$ cat src/rtl/gray_cnt.sv
// ---------------------------------------------------------------------------
// gray_cnt
//  Registered up/down Gray-code counter. An internal binary count is stepped
//  or loaded and its Gray encoding is registered on g, so an enabled step
//  changes exactly one bit of g. g drives a downstream Gray-to-binary stage.
//
//  Parameters
//    WIDTH     counter and Gray code width in bits (>= 2)
//
//  Ports
//    clk       in   rising-edge clock
//    rst       in   asynchronous active-high reset
//    en        in   count enable, one step per cycle while high
//    up        in   direction, 1 = increment, 0 = decrement
//    load      in   parallel load strobe, priority over en
//    load_val  in   Gray-coded load value
//    g         out  registered Gray-coded count
//    g_vld     out  one-cycle pulse, g updated on this edge
//    wrap      out  one-cycle pulse, this update wrapped the count
//
//  Build option
//    GRAY_CNT_SAT_EN  defined: counter saturates at both ends instead of
//                     wrapping; a blocked step produces no g_vld and wrap
//                     stays 0. Port list is the same in both builds.
// ---------------------------------------------------------------------------
module gray_cnt #(
   parameter int unsigned WIDTH = 4
) (
   input  logic             clk,
   input  logic             rst,
   input  logic             en,
   input  logic             up,
   input  logic             load,
   input  logic [WIDTH-1:0] load_val,
   output logic [WIDTH-1:0] g,
   output logic             g_vld,
   output logic             wrap
);

   localparam logic [WIDTH-1:0] BIN_MAX  = '1;
   localparam logic [WIDTH-1:0] BIN_ZERO = '0;
   localparam logic [WIDTH-1:0] BIN_ONE  = WIDTH'(1);

   // Gray to binary: each binary bit is the XOR of all Gray bits at or above it.
   function automatic logic [WIDTH-1:0] gray2bin(input logic [WIDTH-1:0] gv);
      logic [WIDTH-1:0] b;
      b            = '0;
      b[WIDTH-1]   = gv[WIDTH-1];
      for (int i = int'(WIDTH) - 2; i >= 0; i--) begin
         b[i] = b[i+1] ^ gv[i];
      end
      return b;
   endfunction

   // Binary to reflected Gray code.
   function automatic logic [WIDTH-1:0] bin2gray(input logic [WIDTH-1:0] bv);
      return bv ^ (bv >> 1);
   endfunction

   logic [WIDTH-1:0] cnt_q, cnt_d;
   logic [WIDTH-1:0] g_q,   g_d;
   logic             g_vld_q, g_vld_d;
   logic             wrap_q,  wrap_d;

   logic [WIDTH-1:0] step_bin;
   logic             at_edge;

   // Candidate next count and whether the step crosses the modulo boundary.
   always_comb begin
      step_bin = up ? (cnt_q + BIN_ONE) : (cnt_q - BIN_ONE);
      at_edge  = up ? (cnt_q == BIN_MAX) : (cnt_q == BIN_ZERO);
   end

   // Next-state selection: load > en > hold; strobes default low.
   always_comb begin
      cnt_d   = cnt_q;
      g_d     = g_q;
      g_vld_d = 1'b0;
      wrap_d  = 1'b0;
      if (load) begin
         cnt_d   = gray2bin(load_val);
         g_d     = load_val;
         g_vld_d = 1'b1;
      end else if (en) begin
`ifdef GRAY_CNT_SAT_EN
         // At the end of range the step is dropped entirely.
         if (!at_edge) begin
            cnt_d   = step_bin;
            g_d     = bin2gray(step_bin);
            g_vld_d = 1'b1;
         end
`else
         cnt_d   = step_bin;
         g_d     = bin2gray(step_bin);
         g_vld_d = 1'b1;
         wrap_d  = at_edge;
`endif
      end
   end

   // State and output registers.
   always_ff @(posedge clk or posedge rst) begin
      if (rst) begin
         cnt_q   <= '0;
         g_q     <= '0;
         g_vld_q <= 1'b0;
         wrap_q  <= 1'b0;
      end else begin
         cnt_q   <= cnt_d;
         g_q     <= g_d;
         g_vld_q <= g_vld_d;
         wrap_q  <= wrap_d;
      end
   end

   assign g     = g_q;
   assign g_vld = g_vld_q;
   assign wrap  = wrap_q;

endmodule
$ cat config.mk
export PLATFORM = sky130hd
export DESIGN_NAME = gray_cnt
export DESIGN_NICKNAME = d
export VERILOG_FILES = /design/src/rtl/gray_cnt.sv
export SDC_FILE = /design/constraint.sdc
export NUM_CORES = 1
export LEC_CHECK = 0
export CORE_AREA = 2 2 39 41
export DETAILED_ROUTE_END_ITERATION = 7
export DIE_AREA = 0 0 41 43
export PLACE_DENSITY = 0.76
export SETUP_SLACK_MARGIN = 0.5
export SYNTH_ARGS = -nofsm -noshare
export SYNTH_HDL_FRONTEND = slang
export SYNTH_SLANG_ARGS = --single-unit
$ cat constraint.sdc
create_clock -name clk -period 5.05 [get_ports clk]
set_input_delay 0.7575 -clock clk [delete_from_list [all_inputs] [get_ports clk]]
set_output_delay 0.7575 -clock clk [all_outputs]
set_load 0.05 [all_outputs]
Word-level counts from Yosys, hierarchy flattened
Cells that the tools add are included.
Word-level totals
  register bits after elaboration: 10
  input bits: 9
  output and inout port bits: 6
  logic and storage cells: 23
Cells by class
  add/subtract/negate cells: 2
  equal/unequal tests: 1
  mux-type cells: 10
  bitwise operators: 4
  reductions and logical operators: 2
Operators with widths (count)
  two-way mux 4 bit: 5
  two-way mux 1 bit: 5
  adder 4 x 1 -> 4 bit, second input constant: 1
  == test 4 bit, second input constant: 1
  zero test 4 bit: 1
  subtractor 4 x 1 -> 4 bit, second input constant: 1
  bitwise XOR 4 x 3 -> 4 bit: 1
  bitwise XOR 1 bit: 3
  nonzero test 2 bit: 1

Depth between registers and ports, before layout
  word-level depth: 5
  depth in mapped cells: 6
  mapped depth without buffers: 6

Worst setup path before layout
No wires, ideal clock.
  kind: input to register
  start: input up
  end: register g_q[2], in the netlist g[2]
  arrival: 2031 ps
  required time: 4980 ps
  slack: 2949 ps
  cell stages on the path: 6
  path buffers: 0
  cells stage by stage: inv_1 -> ha_1 -> and3_4 -> or3_4 -> a211o_1 -> nand3_1
On the way
  longest elaborated chain between the ends: 4
RTL lines
  start: declaration: RTL line 32  | input logic up,
  two-way mux 4 bit: RTL line 70  | step_bin = up ? (cnt_q + BIN_ONE) : (cnt_q - BIN_ONE);
  bitwise XOR 4 x 3 -> 4 bit: RTL line 57  | return bv ^ (bv >> 1);
  two-way mux 4 bit: RTL line 84  | end else if (en) begin
  two-way mux 4 bit: RTL line 80  | if (load) begin
  end signal: assignment: RTL line 110  | g_q <= g_d;
  end: declaration: RTL line 61  | logic [WIDTH-1:0] g_q, g_d;
Every way passes these cells. The select of a mux whose other input is x is not followed.
A chain may end at the register's enable or synchronous reset.

Worst setup path after layout
Same ends and word-level chain as after synthesis.

==> results.md <==
- Async SR Flop Fraction: 100%
- CTS tree: built
- Register area share after synthesis: 37.7%
- Min Tclk post-route: 2.50 ns
- Drt drc: 0
- H-tree lvl count: 1
- Endpoints failing setup: 0
- Area leader, netlist: dfrtp_1
- Initial DRC Count: 8
- Share of layout cells above drive strength 1: 7.69%
- Top cells by area, synth: dfrtp_1 (38%), xnor2_1 (7.3%), mux2i_1 (5.0%)
- Cts hold-fix bufs: 0
- CP startpoint kind: input port
- Hold crit path type: reg -> reg
- Worst path arrival time: 2.68 ns
- Dpl cell area: 739 um^2
- Top-area cell type share of the netlist area: 37.7%
- Post-CTS Setup Inserts: 0
- Die Ht: 43 um
- Setup TNS: 0 ns
- MaxCap Viol Count: 0
- Mapped Cells: 64
- Drt pass-1 iters: 2
- Crit path kind: in -> reg
- Die ar.: 1760 um^2
- Number of synthesized flops with an enable pin: 0
- Max Freq: 401 MHz
- Core Area: 1380 um^2
- Synth Register Bits: 9
- Boundary pin count: 15
- I/O Buffers: 14
- Clk sinks: 9
- Hold Fails Final Rpt: 0
- Initial core utilization: 43.2%
- Final Slew Violations: 0
- Worst-path fanout max: 5
- CTS root buf: clkbuf_4
- Least-Margin Pin Slew: 0.491 ns
- Ys Warns: 0
- Vias: 474
- Avg Inst Size Synth: 9.34 um^2
- Vias in the first global route: 438
- ANT nets after route: 0
- CTS Buf Count: 3
- Area Overhead vs Synth: 28.0%
- Ant diodes: 0
- Post-cts sizing count: 0
- Pwr Density: 390 nW/um^2
- First-pass GRT wire length: 1880 um
- Leak: 0.329 nW
- Core Rows: 14
- Post-synthesis instance area: 598 um^2
- Syn_nets: 76
- Top post-synthesis cells by count: dfrtp_1 (9), nand2_1 (6), o21ai_0 (6), nor2_1 (5), xnor2_1 (5)
- RSZ-0062 raised after global routing: false
- Tot GR Track Use: 15.8%
- Primary FF master, synth: dfrtp_1
- Worst vdd ir: 0.184 mV
- Clock transition at path regs: 0.05 ns
- Routed WL: 1090 um
- Via-per-instance ratio: 5.04
- Setup crit end kind: flop
- Count leader, synth: dfrtp_1
- Final instance area: 766 um^2
- Final period utilization: 49.4%
- Library cells used by synthesis: 26
- Largest net degree at the start of global routing: 18
- Final core utilization: 55.3%
- Max Clock Skew: 0.0125 ns
- Overflow after GRT: 0
- Max-slew headroom: 67.2%
- Nets: 91
- DR WL/cell: 11.6 um
- Run status: finished, final reports clean
- GP Congestion: 0.749
- Clock tree buffer depth: 2
- Die Width: 41 um
- Initial antenna violation count: 0
- Critical Path RT: 5.23 ns
- Worst-Skew Late Latency: 0.26 ns
- Final hold slack: 0.559 ns
- Detailed Place HPWL: 860 um
flip-flops by register name, summed over array words and instances, names as in the netlist:
signal,count
cnt_q,4
g,3
g_vld,1
wrap,1
critical path, stage by stage:
cell,delay (ns)
clkdlybuf4s50_1,0.54
inv_1,0.12
ha_1,0.35
and3_4,0.19
or3_4,0.38
a211o_1,0.30
nand3_1,0.06
placed cells by master (no fill, tap or decap), types with 2 or more instances in the layout:
master / count
clkdlybuf4s50_1: 14
dfrtp_1: 9
nand2_1: 6
o21ai_0: 6
nor2_1: 5
xnor2_1: 5
inv_1: 3
mux2i_1: 3
xor2_1: 3
clkbuf_4: 3
nand4b_1: 2
nand3_1: 2
a21oi_1: 2
ha_1: 2
final cells by class:
| type | instances | area [um^2] |
|---|---|---|
| fillers | 119 | 618 |
| multi-input cells | 48 | 343 |
| flip-flops and latches | 9 | 225 |
| repair buffers | 14 | 140 |
| clock buffers | 4 | 26.3 |
| well taps | 16 | 20.0 |
| inverters | 3 | 11.3 |
path summary, 6_finish.rpt:
path,cells after the start,slack [ns],from,end
max in group asynchronous,2,4.03,rst,wrap
min in group asynchronous,2,0.76,rst,cnt_q[2]
worst min-delay path,2,0.56,g[2],g[2]
worst max-delay path,7,2.55,up,g[2]
worst max register to register,5,3.25,cnt_q[0],g[2]
worst min register to register,2,0.56,g[2],g[2]
where the power goes:
group	internal (mW)	switching [mW]	total (mW)
combinational	0.0636	0.0797	0.143
clock	0.0303	0.0238	0.0542
sequential	0.0861	0.0148	0.101
metrics by stage:
stage	setup WS [ns]	total power [mW]	cells
floorplan	2.95	0.208	64
global placement	2.36	0.245	90
detailed placement	2.30	0.246	90
CTS	2.54	0.302	94
global route	2.41	0.323	94
finish	2.55	0.298	94
metal layers:
layer	GRT usage [%]	wire length [um]
met1	23.0	558
met3	3.14	26
met5	0	0
met2	21.6	501
met4	8.00	7
cell families after synthesis:
logic type / Yosys count / share of synthesized area (%)
adder cells (fa/ha/maj): 3 / 7.53
multiplexers: 3 / 5.02
XOR/XNOR: 8 / 11.7
AND/OR/NAND/NOR: 21 / 19.9
buffers and inverters: 7 / 5.02
AO/OA/AOI/OAI: 13 / 13.2
flip-flops: 9 / 37.7
Power figures use the tool's default switching activity.
